**src/rtl/ucore_uart_arbiter_if.sv**
```systemverilog
// Requester-side and UART-side signal bundle for the ucore UART arbiter.
// slave is the arbiter's view; master is the view of the requesters and UART pins.
`timescale 1ns/1ps
interface ucore_uart_arbiter_if #(
    parameter int unsigned NREQ = 2
);
    logic [NREQ-1:0]   req_valid;
    logic [NREQ-1:0]   req_write;
    logic [NREQ*8-1:0] req_cen;
    logic [NREQ*8-1:0] req_wdata;
    logic [NREQ-1:0]   req_done;
    logic              req_err;
    logic [7:0]        req_rdata;
    logic [7:0]        uart_rcen;
    logic              uart_rack;
    logic [7:0]        uart_rdata;
    logic [7:0]        uart_wcen;
    logic              uart_wack;
    logic [7:0]        uart_wdata;
    logic              uart_interrupt;
    logic              irq_pending;
    logic              irq_clear;

    modport slave (
        input  req_valid, req_write, req_cen, req_wdata,
        output req_done, req_err, req_rdata,
        output uart_rcen, uart_wcen, uart_wdata,
        input  uart_rack, uart_rdata, uart_wack, uart_interrupt,
        output irq_pending,
        input  irq_clear
    );

    modport master (
        output req_valid, req_write, req_cen, req_wdata,
        input  req_done, req_err, req_rdata,
        input  uart_rcen, uart_wcen, uart_wdata,
        output uart_rack, uart_rdata, uart_wack, uart_interrupt,
        input  irq_pending,
        output irq_clear
    );
endinterface

```
**src/rtl/ucore_uart_arbiter.sv**
```systemverilog
// Round-robin arbiter sharing the ucore UART read/write channel among NREQ requesters,
// one transaction in flight, strobe held until ack or timeout; plus sticky interrupt flag.
`timescale 1ns/1ps
module ucore_uart_arbiter #(
    parameter int unsigned NREQ    = 2,
    parameter int unsigned TIMEOUT = 255
) (
    input logic                 clk,
    input logic                 reset,
    ucore_uart_arbiter_if.slave bus
);
    localparam int unsigned IDW  = (NREQ > 1) ? $clog2(NREQ) : 1;
    localparam int unsigned CNTW = 8;

    typedef enum logic [1:0] {
        ST_IDLE,
        ST_READ,
        ST_WRITE,
        ST_DONE
    } state_e;

    state_e          state_q;
    logic [IDW-1:0]  last_grant_q;
    logic [IDW-1:0]  id_q;
    logic [CNTW-1:0] cnt_q;
    logic [NREQ-1:0] req_done_q;
    logic            req_err_q;
    logic [7:0]      req_rdata_q;
    logic [7:0]      uart_rcen_q;
    logic [7:0]      uart_wcen_q;
    logic [7:0]      uart_wdata_q;
    logic            irq_sample_q;
    logic            irq_pending_q;

    logic            sel_any;
    logic [IDW-1:0]  sel_idx;
    logic [IDW-1:0]  cand;
    logic [7:0]      sel_cen;
    logic [7:0]      sel_wdata;
    logic            sel_write;
    logic [NREQ-1:0] sel_oh;
    logic [NREQ-1:0] id_oh;
    logic            timed_out;

    // Round-robin pick: scan upward from last_grant+1; the lowest offset wins.
    always_comb begin
        sel_any = 1'b0;
        sel_idx = '0;
        cand    = '0;
        for (int k = int'(NREQ); k >= 1; k--) begin
            cand = IDW'((int'(last_grant_q) + k) % int'(NREQ));
            if (bus.req_valid[cand]) begin
                sel_any = 1'b1;
                sel_idx = cand;
            end
        end
    end

    assign sel_cen   = bus.req_cen[8*int'(sel_idx) +: 8];
    assign sel_wdata = bus.req_wdata[8*int'(sel_idx) +: 8];
    assign sel_write = bus.req_write[sel_idx];
    assign sel_oh    = NREQ'(1) << sel_idx;
    assign id_oh     = NREQ'(1) << id_q;
    assign timed_out = (cnt_q == CNTW'(TIMEOUT - 1));

    always_ff @(posedge clk) begin
        if (reset) begin
            state_q      <= ST_IDLE;
            last_grant_q <= IDW'(NREQ - 1);
            id_q         <= '0;
            cnt_q        <= '0;
            req_done_q   <= '0;
            req_err_q    <= 1'b0;
            req_rdata_q  <= '0;
            uart_rcen_q  <= '0;
            uart_wcen_q  <= '0;
            uart_wdata_q <= '0;
        end else begin
            case (state_q)
                ST_IDLE: begin
                    if (sel_any) begin
                        id_q         <= sel_idx;
                        last_grant_q <= sel_idx;
                        cnt_q        <= '0;
                        if (sel_cen == 8'h00) begin
                            // Nothing to strobe: complete immediately with an error.
                            state_q     <= ST_DONE;
                            req_done_q  <= sel_oh;
                            req_err_q   <= 1'b1;
                            req_rdata_q <= '0;
                        end else if (sel_write) begin
                            state_q      <= ST_WRITE;
                            uart_wcen_q  <= sel_cen;
                            uart_wdata_q <= sel_wdata;
                        end else begin
                            state_q     <= ST_READ;
                            uart_rcen_q <= sel_cen;
                        end
                    end
                end
                ST_READ: begin
                    if (bus.uart_rack) begin
                        state_q     <= ST_DONE;
                        uart_rcen_q <= '0;
                        req_done_q  <= id_oh;
                        req_err_q   <= 1'b0;
                        req_rdata_q <= bus.uart_rdata;
                    end else if (timed_out) begin
                        state_q     <= ST_DONE;
                        uart_rcen_q <= '0;
                        req_done_q  <= id_oh;
                        req_err_q   <= 1'b1;
                        req_rdata_q <= '0;
                    end else begin
                        cnt_q <= cnt_q + CNTW'(1);
                    end
                end
                ST_WRITE: begin
                    if (bus.uart_wack || timed_out) begin
                        state_q      <= ST_DONE;
                        uart_wcen_q  <= '0;
                        uart_wdata_q <= '0;
                        req_done_q   <= id_oh;
                        req_err_q    <= ~bus.uart_wack;
                        req_rdata_q  <= '0;
                    end else begin
                        cnt_q <= cnt_q + CNTW'(1);
                    end
                end
                ST_DONE: begin
                    state_q     <= ST_IDLE;
                    cnt_q       <= '0;
                    req_done_q  <= '0;
                    req_err_q   <= 1'b0;
                    req_rdata_q <= '0;
                end
                default: begin
                    state_q <= ST_IDLE;
                end
            endcase
        end
    end

    // Sticky interrupt flag: a new rising edge beats a same-cycle clear.
    always_ff @(posedge clk) begin
        if (reset) begin
            irq_sample_q  <= 1'b0;
            irq_pending_q <= 1'b0;
        end else begin
            irq_sample_q <= bus.uart_interrupt;
            if (bus.uart_interrupt && !irq_sample_q) begin
                irq_pending_q <= 1'b1;
            end else if (bus.irq_clear) begin
                irq_pending_q <= 1'b0;
            end
        end
    end

    assign bus.req_done    = req_done_q;
    assign bus.req_err     = req_err_q;
    assign bus.req_rdata   = req_rdata_q;
    assign bus.uart_rcen   = uart_rcen_q;
    assign bus.uart_wcen   = uart_wcen_q;
    assign bus.uart_wdata  = uart_wdata_q;
    assign bus.irq_pending = irq_pending_q;
endmodule
```
**src/flat_wrapper.sv**
```systemverilog
// flat-port wrapper written by rule: the top's interface ports become plain ports
module ucore_uart_arbiter_flat 
#(
    parameter int unsigned NREQ    = 2,
    parameter int unsigned TIMEOUT = 255
)
  (clk, reset, bus_req_valid, bus_req_write, bus_req_cen, bus_req_wdata, bus_req_done, bus_req_err, bus_req_rdata, bus_uart_rcen, bus_uart_wcen, bus_uart_wdata, bus_uart_rack, bus_uart_rdata, bus_uart_wack, bus_uart_interrupt, bus_irq_pending, bus_irq_clear);
  ucore_uart_arbiter_if #(.NREQ(NREQ)) bus_i ();
  input logic clk;
  input logic reset;
  input wire logic [$bits(bus_i.req_valid)-1:0] bus_req_valid;
  input wire logic [$bits(bus_i.req_write)-1:0] bus_req_write;
  input wire logic [$bits(bus_i.req_cen)-1:0] bus_req_cen;
  input wire logic [$bits(bus_i.req_wdata)-1:0] bus_req_wdata;
  output wire logic [$bits(bus_i.req_done)-1:0] bus_req_done;
  output wire logic [$bits(bus_i.req_err)-1:0] bus_req_err;
  output wire logic [$bits(bus_i.req_rdata)-1:0] bus_req_rdata;
  output wire logic [$bits(bus_i.uart_rcen)-1:0] bus_uart_rcen;
  output wire logic [$bits(bus_i.uart_wcen)-1:0] bus_uart_wcen;
  output wire logic [$bits(bus_i.uart_wdata)-1:0] bus_uart_wdata;
  input wire logic [$bits(bus_i.uart_rack)-1:0] bus_uart_rack;
  input wire logic [$bits(bus_i.uart_rdata)-1:0] bus_uart_rdata;
  input wire logic [$bits(bus_i.uart_wack)-1:0] bus_uart_wack;
  input wire logic [$bits(bus_i.uart_interrupt)-1:0] bus_uart_interrupt;
  output wire logic [$bits(bus_i.irq_pending)-1:0] bus_irq_pending;
  input wire logic [$bits(bus_i.irq_clear)-1:0] bus_irq_clear;
  assign bus_i.req_valid = bus_req_valid;
  assign bus_i.req_write = bus_req_write;
  assign bus_i.req_cen = bus_req_cen;
  assign bus_i.req_wdata = bus_req_wdata;
  assign bus_req_done = bus_i.req_done;
  assign bus_req_err = bus_i.req_err;
  assign bus_req_rdata = bus_i.req_rdata;
  assign bus_uart_rcen = bus_i.uart_rcen;
  assign bus_uart_wcen = bus_i.uart_wcen;
  assign bus_uart_wdata = bus_i.uart_wdata;
  assign bus_i.uart_rack = bus_uart_rack;
  assign bus_i.uart_rdata = bus_uart_rdata;
  assign bus_i.uart_wack = bus_uart_wack;
  assign bus_i.uart_interrupt = bus_uart_interrupt;
  assign bus_irq_pending = bus_i.irq_pending;
  assign bus_i.irq_clear = bus_irq_clear;
  ucore_uart_arbiter #(.NREQ(NREQ), .TIMEOUT(TIMEOUT)) u_core (.clk(clk), .reset(reset), .bus(bus_i));
endmodule
```
**config.mk**
```make
export PLATFORM = sky130hd
export DESIGN_NAME = ucore_uart_arbiter_flat
export DESIGN_NICKNAME = d
export VERILOG_FILES = /design/src/rtl/ucore_uart_arbiter_if.sv /design/src/rtl/ucore_uart_arbiter.sv /design/src/flat_wrapper.sv
export SDC_FILE = /design/constraint.sdc
export NUM_CORES = 1
export LEC_CHECK = 0
export ABC_AREA = 1
export BUFFER_PORTS_ARGS = -buffer_cell sky130_fd_sc_hd__buf_4
export CELL_PAD_IN_SITES_DETAIL_PLACEMENT = 1
export CELL_PAD_IN_SITES_GLOBAL_PLACEMENT = 2
export CORE_AREA = 3 3 103 105
export DETAILED_ROUTE_END_ITERATION = 8
export DIE_AREA = 0 0 106 108
export GPL_TIMING_DRIVEN = 0
export PLACE_DENSITY_LB_ADDON = 0.1
export SYNTH_ARGS = -nofsm -noshare
export SYNTH_HDL_FRONTEND = slang
export SYNTH_SLANG_ARGS = --single-unit
```
**constraint.sdc**
```tcl
create_clock -name clk -period 3.35 [get_ports clk]
set_input_delay 0.67 -clock clk [delete_from_list [all_inputs] [get_ports clk]]
set_output_delay 0.67 -clock clk [all_outputs]
set_load 0.05 [all_outputs]
```
Word level (Yosys, flattened, before mapping). Index checks and enable logic that the tools add are counted.

Reductions and logical operators: 14. $add $sub $neg: 3. Order comparisons: 3. Shift operators: 4. Equal/unequal tests: 14. Bitwise gates (word level): 1. Mux-type cells: 55.

Operator list (number): $mux W8 (19); $pmux W8 S4 (2); $pmux W8 S2 (3); $shiftx A16 B5 Y8 (2); $mux W2 (11); $mux W1 (17); $pmux W2 S4 (2); $ne A2 B2 Y1 const B (5); $reduce_and A5 Y1 (2); $add A8 B1 Y8 const B (1); $eq A8 B8 Y1 const B (1); $logic_not A8 Y1 (1); $ne A2 B1 Y1 const B (4); $reduce_and A4 Y1 (2); $lt A1 B2 Y1 const B (3); $reduce_bool A2 Y1 (3); $eq A2 B2 Y1 const B (2); $pmux W1 S4 (1); $shl A1 B1 Y2 const A (2); $ne A3 B2 Y1 const B (1); $reduce_and A3 Y1 (1); $add A1 B1 Y1 const B (2); $eq A2 B1 Y1 const B (1); $logic_not A2 Y1 (1); 5 further kinds (5).

Output and inout bits: 36. Bits of input ports: 50. Register bits after elaboration: 49.

Logic depth before layout (Yosys ltp). Gate-level depths: netlist (run 1).

Word-level depth: 11. Gate-level depth with buffers: 13. Gate-level depth less buffers: 11.

Least setup slack after synthesis (run 1). OpenSTA, ideal clock, no wires.

Kind: input to register. Start: input port bus_req_valid[0]. End: register u_core.uart_rcen_q[0], in the netlist u_core.bus.uart_rcen[0]. Setup time: 117 ps. Setup slack: 1525 ps. Arrival: 1708 ps. Cell stages on the path: 11. Cells stage by stage: nand2_4 -> nand2_4 -> buf_6 -> nand2_1 -> nand2_1 -> nand2_1 -> nor2_4 -> nand3_4 -> buf_2 -> a21oi_1 -> nor2_1.

Longest elaborated chain between the ends: 9. Elaborated cells on any way between the ends: 20. Those cells by class: eq/ne: 3; shift: 1; mux: 14; reduce/logical: 2.

Ends and longest elaborated chain: from (decl) (line flat_wrapper.sv:11) `input wire logic [$bits(bus_i.req_valid)-1:0] bus_req_valid;`; $mux W1 (not written as such) (2 in series) (line ucore_uart_arbiter.sv:52) `if (bus.req_valid[cand]) begin`; $mux W1 (2 in series) (line ucore_uart_arbiter.sv:52); $shiftx A16 B5 Y8 (line ucore_uart_arbiter.sv:59) `assign sel_cen = bus.req_cen[8*int'(sel_idx) +: 8];`; $mux W8 (line ucore_uart_arbiter.sv:91) `end else if (sel_write) begin`; $mux W8 (line ucore_uart_arbiter.sv:85) `if (sel_cen == 8'h00) begin`; $mux W8 (line ucore_uart_arbiter.sv:81) `if (sel_any) begin`; $pmux W8 S2 (line ucore_uart_arbiter.sv:79) `case (state_q)`; to (signal assigned) (line ucore_uart_arbiter.sv:97) `uart_rcen_q <= sel_cen;`; to (decl) (line ucore_uart_arbiter.sv:29) `logic [7:0] uart_rcen_q;`.

Parallel ways exist; a longest one is shown, timed or not. The select of a mux whose other input is x is not followed. A chain may end at the register's enable or synchronous reset.

Worst setup path in the final report (run 1).
Start: register u_core.state_q[1]. End: register u_core.cnt_q[2].

Longest elaborated chain between the ends: 3. Elaborated cells on any way between the ends: 10. Those cells by class: eq/ne: 7; mux: 1; reduce/logical: 2.

Ends and longest elaborated chain: from (decl) (line ucore_uart_arbiter.sv:22) `state_e state_q;`; from (signal assigned) (line ucore_uart_arbiter.sv:68) `state_q <= ST_IDLE;`; from (signal assigned) (line ucore_uart_arbiter.sv:87) `state_q <= ST_DONE;`; from (signal assigned) (line ucore_uart_arbiter.sv:92) `state_q <= ST_WRITE;`; $eq A2 B2 Y1 (tied with other cells) (line ucore_uart_arbiter.sv:79); $ne A2 B2 Y1 (no source line) or $ne A2 B1 Y1 (tied branches); $reduce_and A4 Y1 (no source line); to (signal assigned) (line ucore_uart_arbiter.sv:115) `cnt_q <= cnt_q + CNTW'(1);`; to (signal assigned) (line ucore_uart_arbiter.sv:127) `cnt_q <= cnt_q + CNTW'(1);`; to (decl) (line ucore_uart_arbiter.sv:25) `logic [CNTW-1:0] cnt_q;`.

Parallel ways exist; a longest one is shown, timed or not.

==> impl_metrics.csv, run 1 <==
group,metric,value,unit
status,outcome,"finished clean",
layout,syn_to_final_growth,31.4,%
floorplanning,core-area,0.00973,sq mm
worst_setup_path,cp.buffers_inverters,3,
clocking,cts_root_buf,"clkbuf_8",
worst_hold_path,min_path_type,"reg -> reg",
logic_synthesis,syn_area_per_cell,6.68,sq um
worst_setup_path,critPathMaxFanout,9,
route,drtPass1Iterations,4,
global_route,grt_pass1_vias,3001,
logic_synthesis,syn_inst,425,
logic_synthesis,async_flop_share,0,
route,drt_wl_total,9070,um
sta,relSlewSlack,0.622,
logic_synthesis,synth_edf_count,0,
logic_synthesis,ys_seq_elements,49,
logic_synthesis,synthDistinctLibCells,34,
clocking,cts-htree-levels,2,
placed_design,hpwl,7130,um
clocking,ctsHoldBuffers,0,
worst_setup_path,crit_path_top_delay_cell,"dfxtp_1",
logic_synthesis,yosysWarnings,0,
logic_synthesis,synth_commonest_cells,"nand2_1 (124), nor2_1 (54), dfxtp_1 (49), a21oi_1 (48), inv_1 (36)",
worst_setup_path,crit_family,"simple AND/OR/NAND/NOR gates",
clocking,post_cts_resize_count,0,
worst_setup_path,required,3510,ps
clocking,clk_pin_slew,100,ps
floorplanning,pin_count,86,
floorplanning,start_util,0.292,
clocking,clkSinkCount,49,
logic_synthesis,ys_top_cells_by_area,"dfxtp_1 (35%), nand2_1 (16%), a21oi_1 (8.5%)",
sta,clock_skew,7.90,ps
layout,finish.utilization,0.383,
floorplanning,fp.dieW,106,um
layout,drive_gt1_frac,0.255,
sta,rsz0062_at_grt,"false",
route,via_per_inst,4.49,
logic_synthesis,seq_area_frac_synth,0.346,
global_route,grt_pass1_wl,14700,um
route,met3_wirelength,404,um
worst_setup_path,cp.arrival,2430,ps
clocking,worstSkewPairLatency,310,ps
sta,slew_violations,0,
global_route,grt-ovfl-total,0,
worst_setup_path,crit_chain,"inv_1 > ha_1 > nand2_1 > clkinv_1 > nor2_1 > o21ai_0 > nor2_2 > inv_1 > nand2_1 > a21oi_1",
global_route,grt_usage,0.161,
floorplanning,die_height,108,um
logic_synthesis,synth_top_area_cell,"dfxtp_1",
route,detail-route-antenna-nets,0,
route,routed.top_layer,"met4",
worst_setup_path,startpoint_type,"flop",
sta,fin_crit_sh,0.675,
worst_setup_path,critPathKind,"reg -> reg",
route,post_drt_wl_per_cell,13.9,um
route,vias,2924,
logic_synthesis,syn_area,0.00284,sq mm
floorplanning,die_area,0.0114,sq mm
sta,timing.setup.tns,0,ps
placed_design,place.gp.congestion,0.794,
layout,diodes,0,
route,met2_length,4120,um
logic_synthesis,synth_top_area_frac,0.346,
clocking,cts.path.max_buffers,2,
worst_setup_path,critPathCaptureType,"flop",
sta,hold_viol,0,
logic_synthesis,syn-num-nets,482,
sta,fmax,0.442,GHz
layout,layout.nets,574,
sta,worst_slew_pin_slew,568,ps
sta,setup_violations,0,
power,ir_worst_vdd,333,uV
floorplanning,rows,36,
placed_design,port-buffer-count,85,
worst_setup_path,cp_slowest_stage_delay,410,ps
global_route,grt_max_degree,16,
sta,period_minus_slack,2260,ps
route,m1WireLength,4450,um
global_route,antenna_found_initial,0,
clocking,cts_buffers,5,
power,p_leak,1.83,nW
logic_synthesis,ys.flop_type,"dfxtp_1",
route,drc,0,
clocking,postCtsSetupBuffers,0,
run,maxCapViolCount,0,
power,powerDensity,1030,mW/mm^2
route,drt_iter0_drc,110,
logic_synthesis,synth.most_common_cell,"nand2_1",
clocking,cts_tree,"yes",
per-stage QoR:
step / setup slack [ps] / power, mW / area [sq um] / hold slack [ps] / instances
after floorplan: 1530 / 2.81 / 2840 / 402 / 425
after global placement: 1050 / 3.48 / 3640 / 406 / 643
after detailed placement: 1020 / 3.53 / 3640 / 442 / 643
after CTS: 1060 / 3.91 / 3730 / 456 / 651
after global routing: 761 / 4.18 / 3730 / 481 / 651
final: 1090 / 3.85 / 3730 / 449 / 651
sequential cells by signal, summed over array words and instances (netlist names):
name                    count
u_core.bus.irq_pending      1
u_core.bus.req_done         2
u_core.bus.req_err          1
u_core.bus.req_rdata        8
u_core.bus.uart_rcen        8
u_core.bus.uart_wcen        8
u_core.bus.uart_wdata       8
u_core.cnt_q                8
u_core.id_q                 1
u_core.irq_sample_q         1
u_core.last_grant_q         1
u_core.state_q              2
logic make-up after synthesis:
kind of cell | count (synthesis) | share of synthesized area
xor+xnor | 6 | 0.0185
simple gates | 239 | 0.383
fa+ha+maj | 7 | 0.0309
flops | 49 | 0.346
buf+inv | 61 | 0.101
compound gates | 63 | 0.121
per-layer routing:
layer | global-route usage | vias up
met1 | 0.219 | 1331
met3 | 0.0257 | 4
li1 | - | 1525
met5 | 0 | -
met2 | 0.267 | 64
met4 | 0.0398 | 0
power by group:
part	total, mW	internal (mW)	switching [mW]	leakage (nW)
Sequential	0.956	0.816	0.141	0.403
Combinational	2.53	0.809	1.72	1.38
Clock	0.366	0.145	0.221	0.0439
worst paths after layout:
check                      start                      to  slack (ps)  depth (start not counted)
max            u_core.state_q[1]         u_core.cnt_q[2]        1090                         10
min          u_core.irq_sample_q  u_core.bus.irq_pending         450                          1
max reg2reg    u_core.state_q[1]         u_core.cnt_q[2]        1090                         10
min reg2reg  u_core.irq_sample_q  u_core.bus.irq_pending         450                          1
final cells by class:
| class | count | area (sq um) |
|---|---|---|
| Multi-Input combinational cell | 315 | 1570 |
| Tap cell | 133 | 166 |
| Buffer | 21 | 136 |
| Inverter | 40 | 150 |
| Sequential cell | 49 | 981 |
| Clock inverter | 3 | 17.5 |
| Fill cell | 1287 | 6000 |
| Timing Repair Buffer | 85 | 638 |
| Clock buffer | 5 | 68.8 |
placed cells by master (no fill, tap or decap), types with 9 or more instances in the layout:
master	count
a21oi_1	48
buf_4	88
dfxtp_1	49
inv_1	36
nand2_1	124
nand3_1	28
nand3_2	9
nor2_1	54
(Power assumes the default switching activity.)
==> run 2: changes to the inputs <==
- ABC_AREA: 1 -> 0
- CORE_AREA: 3 3 103 105 -> 3 3 96 98
- DIE_AREA: 0 0 106 108 -> 0 0 99 101
- clock period: 3.35 -> 2.1 ns (I/O delays scaled with it)
==> run 2 against run 1 <==
Effect of this change: clock power up 98%; worst setup slack got worse by 950 ps; area after synthesis is 15% lower; sequential power increased by 38%; worst hold slack got worse by 110 ps; sequential cell count stayed put; maximum frequency up 16%; critical path type unchanged; cell area decreased by 8.0%.
==> impl_metrics.csv, run 2 <==
group,metric,value,unit
floorplanning,rows,34,
worst_hold_path,whs_endpoint,"u_core.irq_sample_q",
worst_setup_path,regToRegSetupSlack,140,ps
sta,timing.setup.tns,0,ps
layout,final_cell_mix,"buf_4 (91), dfxtp_1 (45), mux2i_1 (28)",
worst_hold_path,hp-start,"bus_uart_interrupt",
logic_synthesis,syn_inst,258,
worst_hold_path,min_path_type,"in -> reg",
logic_synthesis,synth_top_area_cell,"dfxtp_1",
run,maxCapViolCount,0,
worst_setup_path,timing.rr.end,"u_core.bus.req_done[1]",
route,drt_wl_total,7320,um
logic_synthesis,synth.most_common_cell,"dfxtp_1",
global_route,grt_max_degree,15,
worst_setup_path,critPathKind,"reg -> reg",
power,p_leak,1.41,nW
sta,clock_skew,12.4,ps
sta,fin_crit_sh,0.932,
route,drc,0,
route,via_per_inst,4.94,
logic_synthesis,ys.flop_type,"dfxtp_1",
clocking,cts_root_buf,"clkbuf_8",
sta,worst_slew_pin_slew,583,ps
placed_design,hpwl,5610,um
layout,syn_to_final_growth,41.8,%
route,drt_iter0_drc,43,
layout,diodes,0,
placed_design,port-buffer-count,84,
sta,period_minus_slack,1960,ps
sta,setup_violations,0,
worst_setup_path,cp.arrival,2150,ps
global_route,grt_pass1_vias,2384,
route,drtPass1Iterations,4,
floorplanning,fp.dieW,99,um
logic_synthesis,ys_seq_elements,49,
logic_synthesis,async_flop_share,0,
worst_setup_path,critPathMaxFanout,7,
global_route,grt-ovfl-total,0,
layout,finalNonFillerCells,461,
layout,layout.nets,409,
clocking,worstSkewPairLatency,310,ps
placed_design,dp_cells,450,
floorplanning,die_area,0.0100,sq mm
sta,fmax,0.511,GHz
logic_synthesis,syn-num-nets,315,
floorplanning,core-area,0.00855,sq mm
clocking,clkSinkCount,49,
floorplanning,start_util,0.283,
worst_hold_path,min_path_cells,2,
worst_setup_path,r2r-start,"u_core.state_q[0]",
worst_setup_path,critPathCaptureType,"flop",
clocking,cts_buffers,5,
sta,hold_viol,0,
route,post_drt_wl_per_cell,15.9,um
sta,slew_violations,0,
logic_synthesis,seq_area_frac_synth,0.405,
worst_setup_path,startpoint_type,"flop",
global_route,grt_pass1_wl,12100,um
worst_setup_path,required,2300,ps
sta,relSlewSlack,0.611,
status,outcome,"finished clean",
global_route,antenna_found_initial,0,
layout,mostFrequentLayoutCell,"buf_4",
clocking,cts-htree-levels,2,
route,detail-route-antenna-nets,0,
global_route,grt_usage,0.150,
logic_synthesis,synth_edf_count,0,
worst_setup_path,rr_worst_depth,7,
floorplanning,die_height,101,um
logic_synthesis,synth_commonest_cells,"dfxtp_1 (49), mux2i_1 (28), nand2_1 (16), o2bb2ai_1 (16), a21oi_1 (15)",
clocking,clk_pin_slew,100,ps
placed_design,place.gp.congestion,0.757,
logic_synthesis,synthDistinctLibCells,46,
worst_setup_path,critPathLaunch,"u_core.state_q[0]",
layout,drive_gt1_frac,0.354,
logic_synthesis,synth_top_area_frac,0.405,
clocking,cts.path.max_buffers,2,
power,ir_worst_vdd,519,uV
logic_synthesis,syn_area_per_cell,9.38,sq um
route,vias,2277,
logic_synthesis,yosysWarnings,0,
logic_synthesis,ys_top_cells_by_area,"dfxtp_1 (41%), mux2i_1 (12%), o2bb2ai_1 (5.8%)",
floorplanning,pin_count,86,
logic_synthesis,syn_area,0.00242,sq mm
clocking,cts_tree,"yes",
power,powerDensity,1330,mW/mm^2
## run 2: kinds of logic after synthesis
| logic type | synth area share |
|---|---|
| flip-flops | 0.405 |
| AND/OR/NAND/NOR | 0.185 |
| AO/OA/AOI/OAI | 0.206 |
| buffers and inverters | 0.0475 |
| multiplexers | 0.120 |
| adder cells (fa/ha/maj) | 0.0362 |
## run 2: how the worst max path moves through the flow
stage                                          to  slack, ps  cells past startpoint
after global routing      u_core.bus.uart_rcen[0]         -7                      8
after CTS                 u_core.bus.uart_rcen[0]          3                      8
final                      u_core.bus.req_done[1]        140                      7
after floorplan            u_core.bus.req_done[0]        160                      8
after detailed placement  u_core.bus.uart_wcen[5]       -340                      7
after global placement    u_core.bus.uart_wcen[0]       -340                      7
## run 2: per-layer routing
metal | track usage | part of all wire | vias to the layer above | wire length [um]
li1 | - | - | 1132 | -
met1 | 0.188 | 0.44 | 1078 | 3240
met2 | 0.256 | 0.48 | 62 | 3490
met3 | 0.0464 | 0.072 | 5 | 525
met4 | 0.0315 | 0.0083 | 0 | 61
met5 | 0 | 0 | - | 0
## run 2: what timing repair did
| item | CTS | global route |
|---|---|---|
| gates cloned | 0 | 1 |
| buffers inserted | 0 | 3 |
| hold buffers | 0 | 0 |
| resized for setup | 12 | 17 |
| pin swaps | 0 | 2 |
| endpoints found under the setup margin | 32 | 30 |
## run 2: where the power goes
part	internal, mW	switching, mW
clock	0.389	0.334
sequential	1.17	0.145
combinational	0.934	1.59
## run 2: area by class of cell
cell class	instances	area (sq um)
buffer	14	91.3
clock buffer	7	86.3
timing repair buffer	88	661
inverter	10	40.0
fill	997	5120
tap	108	135
multi-input combinational	184	1400
clock inverter	1	30.0
sequential	49	986
## run 2: per-stage QoR
stage / power [mW] / hold slack, ps / util / setup WS (ps) / cell area, sq um
2_1_floorplan: 2.99 / 462 / - / 163 / 2420
3_3_place_gp: 3.71 / 447 / 0.373 / -338 / 3190
3_5_place_dp: 3.72 / 451 / 0.373 / -344 / 3190
4_1_cts: 4.52 / 336 / 0.390 / 2.71 / 3330
5_1_grt: 4.89 / 336 / 0.401 / -6.74 / 3430
6_report: 4.56 / 341 / 0.401 / 143 / 3430
## run 2: critical path: stages (launching register included)
cell and delay, ps:
dfxtp_2 350, inv_1 130, ha_4 220, inv_4 70
or3_4 410, o21ai_2 110, o21bai_2 190, mux2_2 350
